==> src/rtl/result_display.sv <==
// ---------------------------------------------------------------------------
// result_display
// Output side of the CORDIC datapath. Latches the signed 8-bit X/Y results
// when the core pulses done, converts the selected result to sign plus three
// BCD digits with a sequential double-dabble engine, and drives a 4-digit
// multiplexed seven-segment display plus a raw-value LED bank.
//
// Ports:
//   clk       system clock, rising edge
//   reset     asynchronous, active-low reset
//   done      one-cycle pulse: x_result/y_result valid this cycle
//   x_result  signed X result
//   y_result  signed Y result
//   btn_sel   one-cycle pulse: toggles displayed source (X <-> Y)
//   seg       segments {g,f,e,d,c,b,a}, active-low
//   an        digit anodes, active-low, an[3] leftmost
//   leds      raw bits of the selected latched result
//   sel_y     0 = showing X, 1 = showing Y
//   valid     a result has been latched since reset
//   busy      conversion in progress
// ---------------------------------------------------------------------------
module result_display #(
   parameter int REFRESH_BITS = 16
) (
   input  logic       clk,
   input  logic       reset,
   input  logic       done,
   input  logic [7:0] x_result,
   input  logic [7:0] y_result,
   input  logic       btn_sel,
   output logic [6:0] seg,
   output logic [3:0] an,
   output logic [7:0] leds,
   output logic       sel_y,
   output logic       valid,
   output logic       busy
);

   localparam logic [6:0] SEG_MINUS = 7'b0111111;
   localparam logic [6:0] SEG_BLANK = 7'b1111111;

   typedef enum logic [1:0] {IDLE, LOAD, SHIFT, COMMIT} state_t;

   state_t      state_reg;
   logic [7:0]  x_reg;
   logic [7:0]  y_reg;
   logic        neg_reg;
   logic [7:0]  mag_reg;
   logic [11:0] bcd_reg;
   logic [2:0]  iter_reg;

   // Display-side copy, written only in COMMIT so partial BCD never shows.
   logic        disp_neg_reg;
   logic [11:0] disp_bcd_reg;

   logic [REFRESH_BITS-1:0] scan_reg;
   logic [REFRESH_BITS-1:0] scan_next;

   logic        trig;
   logic [7:0]  source;
   logic [11:0] bcd_adj;

   assign trig   = done | btn_sel;
   assign source = sel_y ? y_reg : x_reg;
   assign leds   = source;

   // Double-dabble correction: nibbles >= 5 get +3 before each shift.
   generate
      for (genvar gi = 0; gi < 3; gi++) begin : g_adj
         assign bcd_adj[gi*4 +: 4] = (bcd_reg[gi*4 +: 4] >= 4'd5) ?
                                     bcd_reg[gi*4 +: 4] + 4'd3 :
                                     bcd_reg[gi*4 +: 4];
      end
   endgenerate

   always_ff @(posedge clk or negedge reset) begin
      if (!reset) begin
         state_reg    <= IDLE;
         x_reg        <= '0;
         y_reg        <= '0;
         sel_y        <= 1'b0;
         valid        <= 1'b0;
         busy         <= 1'b0;
         neg_reg      <= 1'b0;
         mag_reg      <= '0;
         bcd_reg      <= '0;
         iter_reg     <= '0;
         disp_neg_reg <= 1'b0;
         disp_bcd_reg <= '0;
      end else begin
         if (done) begin
            x_reg <= x_result;
            y_reg <= y_result;
            valid <= 1'b1;
         end
         if (btn_sel) begin
            sel_y <= ~sel_y;
         end
         // A trigger in any state (including COMMIT) restarts at LOAD.
         if (trig) begin
            state_reg <= LOAD;
            busy      <= 1'b1;
         end else begin
            case (state_reg)
               LOAD: begin
                  neg_reg   <= source[7];
                  // 8-bit negate: -128 wraps to 8'h80, which is 128 unsigned.
                  mag_reg   <= source[7] ? (~source + 8'd1) : source;
                  bcd_reg   <= '0;
                  iter_reg  <= '0;
                  state_reg <= SHIFT;
               end
               SHIFT: begin
                  bcd_reg  <= {bcd_adj[10:0], mag_reg[7]};
                  mag_reg  <= {mag_reg[6:0], 1'b0};
                  iter_reg <= iter_reg + 3'd1;
                  if (iter_reg == 3'd7) begin
                     state_reg <= COMMIT;
                  end
               end
               COMMIT: begin
                  disp_neg_reg <= neg_reg;
                  disp_bcd_reg <= bcd_reg;
                  busy         <= 1'b0;
                  state_reg    <= IDLE;
               end
               default: begin
                  state_reg <= IDLE;
               end
            endcase
         end
      end
   end

   function automatic logic [6:0] seg_of(input logic [3:0] v);
      case (v)
         4'd0:    seg_of = 7'b1000000;
         4'd1:    seg_of = 7'b1111001;
         4'd2:    seg_of = 7'b0100100;
         4'd3:    seg_of = 7'b0110000;
         4'd4:    seg_of = 7'b0011001;
         4'd5:    seg_of = 7'b0010010;
         4'd6:    seg_of = 7'b0000010;
         4'd7:    seg_of = 7'b1111000;
         4'd8:    seg_of = 7'b0000000;
         4'd9:    seg_of = 7'b0010000;
         default: seg_of = SEG_BLANK;
      endcase
   endfunction

   // seg/an are decoded from the next counter value so the registered
   // outputs line up with the counter: each digit is lit while the top two
   // counter bits select it.
   assign scan_next = scan_reg + 1'b1;

   logic [1:0] digit_sel;
   logic [6:0] seg_sel;
   logic [3:0] an_sel;

   assign digit_sel = scan_next[REFRESH_BITS-1 -: 2];

   always_comb begin
      seg_sel = SEG_MINUS;
      an_sel  = 4'b1110;
      case (digit_sel)
         2'd3: begin
            an_sel  = 4'b0111;
            seg_sel = disp_neg_reg ? SEG_MINUS : SEG_BLANK;
         end
         2'd2: begin
            an_sel  = 4'b1011;
            seg_sel = seg_of(disp_bcd_reg[11:8]);
         end
         2'd1: begin
            an_sel  = 4'b1101;
            seg_sel = seg_of(disp_bcd_reg[7:4]);
         end
         default: begin
            an_sel  = 4'b1110;
            seg_sel = seg_of(disp_bcd_reg[3:0]);
         end
      endcase
      if (!valid) begin
         seg_sel = SEG_MINUS;
      end
   end

   always_ff @(posedge clk or negedge reset) begin
      if (!reset) begin
         scan_reg <= '0;
         seg      <= SEG_MINUS;
         an       <= 4'b1110;
      end else begin
         scan_reg <= scan_next;
         seg      <= seg_sel;
         an       <= an_sel;
      end
   end

endmodule

==> config.mk <==
export PLATFORM = sky130hd
export DESIGN_NAME = result_display
export DESIGN_NICKNAME = d
export VERILOG_FILES = /design/src/rtl/result_display.sv
export SDC_FILE = /design/constraint.sdc
export NUM_CORES = 1
export LEC_CHECK = 0
export CAP_MARGIN = 40
export CORE_UTILIZATION = 50
export DETAILED_ROUTE_END_ITERATION = 10
export GPL_TIMING_DRIVEN = 0
export MAX_ROUTING_LAYER = met4
export PLACE_DENSITY = 0.75
export SETUP_SLACK_MARGIN = 0.1
export SLEW_MARGIN = 15
export SYNTH_ARGS = -nofsm -noshare
export SYNTH_HDL_FRONTEND = slang
export SYNTH_SLANG_ARGS = --single-unit
==> constraint.sdc <==
create_clock -name clk -period 1.97 [get_ports clk]
set_input_delay 0.197 -clock clk [delete_from_list [all_inputs] [get_ports clk]]
set_output_delay 0.197 -clock clk [all_outputs]
set_load 0.005 [all_outputs]
==> flow_metrics.env <==
export IMPL_status="finished with violations"
export IMPL_violations="design-rule violations"
export IMPL_cp_slowest_stage_delay_ns=0.40
export IMPL_finalMaxSlewViolations=0
export IMPL_met3_length_um=293
export IMPL_synthesis_area_um2=4580
export IMPL_drc=8
export IMPL_path_buf_inv=3
export IMPL_path_class="reg2reg"
export IMPL_path_max_fanout=10
export IMPL_grt_use_total_pct=21.5
export IMPL_cts_reportedPaths_clkPinSlew_ns=0.10
export IMPL_synth_seq_cells=85
export IMPL_dpl_hpwl_mm=6.27
export IMPL_cts_buffer_depth=2
export IMPL_clock_fmax_mhz=546
export IMPL_grt_pass1_wl_mm=16.0
export IMPL_cpLargestDelayFamily="buffers and inverters"
export IMPL_die_y_um=97.7
export IMPL_drv_cap=0
export IMPL_postSynthCellCount=437
export IMPL_fin_skew_ns=0.0131
export IMPL_final_antenna_net_count=0
export IMPL_critPathCaptureType="register"
export IMPL_whs_ns=0.297
export IMPL_yosys_cell_types_count=53
export IMPL_ys_async_sr_fraction_pct=100
export IMPL_ys_flop_type="dfrtp_1"
export IMPL_p_per_area_nw_per_um2=912
export IMPL_die_w_um=97.7
export IMPL_wl_mm=9.32
export IMPL_maxSlewHeadroom_pct=57.5
export IMPL_drt_iter0_drc=192
export IMPL_die_area_um2=9540
export IMPL_hold_violations=0
export IMPL_htreeDepth=3
export IMPL_synth_edf_count=0
export IMPL_avgSynthCellArea_um2=10.5
export IMPL_cp_slowest_cell="dfrtp_1"
export IMPL_start_util_pct=52.0
export IMPL_ios=42
export IMPL_hold_class="in2async"
export IMPL_cts_sinks=85
export IMPL_final_cells=623
export IMPL_arrival_ns=2.08
export IMPL_finalCriticalPeriod_ns=1.83
export IMPL_core_area_um2=8810
export IMPL_ir_drop_uv=452
export IMPL_rsz0062_at_grt="yes"
export IMPL_synthToLayoutAreaGrowth_pct=24.1
export IMPL_cts_tree="yes"
export IMPL_worst_slew_pin_slew_ns=0.637
export IMPL_root_buffer="clkbuf_8"
export IMPL_drive_above_1_share_pct=21.4
export IMPL_io_buffers=41
export IMPL_top_layer="met4"
export IMPL_n_antenna_cell=0
export IMPL_grt_ovfl_total=0
export IMPL_dr_wl_met2_mm=4.68
export IMPL_worstSkewPairLatency_ns=0.36
export IMPL_largest_reg_flops=16
export IMPL_required_ns=2.22
export IMPL_finalCritPeriodShare_pct=92.9
export IMPL_syn_nets=487
export IMPL_grt_pass1_vias=3476
export IMPL_seq_area_frac_synth_pct=46.7
export IMPL_via_per_inst=5.48
export IMPL_drt_first_pass_iters=8
export IMPL_num_vias=3416
export IMPL_grt_max_degree=57
export IMPL_setup_viol=0
export IMPL_rows=34
export IMPL_cts_buffers=9
export IMPL_power_leakage_nw=2.55
export IMPL_nNetsFinal=560
export IMPL_wire_per_inst_um=15.0
export IMPL_antenna_found_initial=0
export IMPL_wl_met1_mm=4.17
export IMPL_total_power_mw=5.18
export IMPL_path_cells="inv_1 -> ha_4 -> or3_1 -> buf_2 -> clkbuf_4 -> a21oi_1 -> o31ai_1"
export IMPL_start_kind="register"
export IMPL_yosysWarnings=0
export IMPL_place_inst=587
export IMPL_globalplace_congestion=0.797
==> cell type report <==
cell class,count,area (um^2)
clock buffer,10,138
timing repair buffer,62,611
clock inverter,6,50.0
inverter,35,134
multi-input combinational,299,2370
buffer,18,103
tap,108,135
sequential,85,2140
fill,668,3120
==> logic make-up (layout without fill, tap and decap cells) <==
group / after synthesis / in the layout / share of synthesized area (%)
AND/OR/NAND/NOR: 103 / 103 / 12.2
adder cells (fa/ha/maj): 30 / 30 / 8.20
multiplexers: 42 / 42 / 10.0
flip-flops: 85 / 85 / 46.7
AO/OA/AOI/OAI: 100 / 100 / 13.1
buffers and inverters: 53 / 131 / 4.70
XOR/XNOR: 24 / 24 / 5.17
==> synth_stat cells (2+ instances only) <==
master | number | area share [%]
or2_2 | 6 | 0.82
o21ai_1 | 2 | 0.22
ha_1 | 30 | 8.2
or3_1 | 2 | 0.27
a211o_1 | 2 | 0.38
xor2_1 | 6 | 1.1
a32oi_1 | 6 | 1.1
o32ai_1 | 2 | 0.38
o22ai_1 | 5 | 0.68
nor3b_1 | 5 | 0.82
xnor2_1 | 16 | 3.1
inv_1 | 34 | 2.8
a31oi_1 | 9 | 1.2
buf_2 | 2 | 0.22
nand4_1 | 3 | 0.41
nor3_1 | 2 | 0.22
nand2b_1 | 8 | 1.1
o21ai_0 | 43 | 4.7
dfstp_2 | 9 | 5.2
mux2_2 | 23 | 5.7
o31ai_1 | 3 | 0.49
mux2i_2 | 2 | 0.60
nor2b_1 | 2 | 0.27
nand3_1 | 10 | 1.1
a21oi_1 | 17 | 1.9
clkbuf_1 | 13 | 1.1
a21o_1 | 3 | 0.49
mux2i_1 | 16 | 3.5
nor2_1 | 12 | 0.98
dfrtp_1 | 76 | 42
and4_4 | 3 | 0.74
nand2_1 | 37 | 3.0
a211oi_1 | 2 | 0.33
a22o_1 | 3 | 0.57
and3_1 | 5 | 0.68
==> per-layer routing <==
metal / vias to the layer above / GRT usage, %
met5: - / -
met4: 0 / 7.81
met3: 20 / 3.24
met2: 75 / 36.6
met1: 1648 / 26.1
li1: 1673 / -
==> where the power goes <==
group          total (mW)  internal [mW]  switching (mW)
clock                1.20          0.511           0.693
sequential           2.15           1.99           0.160
combinational        1.82          0.992           0.832
==> metrics by stage <==
stage	setup TNS, ns	worst slack (ns)	area (um^2)	util, %
global placement	-183.11	-2.23	5120	58.2
detailed placement	-3.56	-0.323	5150	58.5
finish	0	0.139	5680	64.5
CTS	0	0.0296	5600	63.5
global route	0	0.0637	5680	64.5
floorplan	0	0.144	4580	-
==> cell usage in the layout (no fill, tap or decap), drive strengths merged, types with 4 or more instances in the layout <==
| cell type | synthesis | layout |
|---|---|---|
| a31oi | 9 | 9 |
| o22ai | 5 | 5 |
| clkbuf | 13 | 22 |
| mux2 | 24 | 24 |
| xnor2 | 17 | 17 |
| or2 | 6 | 6 |
| dfstp | 9 | 9 |
| nor3b | 5 | 5 |
| ha | 30 | 30 |
| dlygate4sd2 | 0 | 6 |
| clkdlybuf4s50 | 0 | 32 |
| and3 | 6 | 6 |
| mux2i | 18 | 18 |
| xor2 | 7 | 7 |
| a21oi | 17 | 17 |
| nor2 | 13 | 13 |
| nand3 | 10 | 10 |
| o21ai | 45 | 45 |
| inv | 35 | 39 |
| dfrtp | 76 | 76 |
| nand2b | 8 | 8 |
| buf | 5 | 27 |
| nand4 | 4 | 4 |
| nand2 | 37 | 37 |
| a32oi | 6 | 6 |
==> timing repair <==
action,4_1_cts,5_1_grt
pin swaps,1,3
setup buffers,15,3
resized for setup,32,15
hold endpoints to repair,29,0
endpoints found under the setup margin,37,24
cloned,1,0
hold buffers,1,0
==> worst paths after layout <==
| check | from | endpoint | slack (ns) | cells after the start |
|---|---|---|---|---|
| max in group asynchronous | reset | seg[0] | 1.03 | 3 |
| min in group clk | y_result[5] | y_reg[5] | 0.44 | 2 |
| max reg2reg | state_reg[0] | mag_reg[4] | 0.14 | 7 |
| min | reset | scan_reg[10] | 0.30 | 2 |
| min reg2reg | iter_reg[1] | iter_reg[1] | 0.48 | 2 |
| max | state_reg[0] | mag_reg[4] | 0.14 | 7 |
Note: power is estimated with default switching activity, not from simulation.
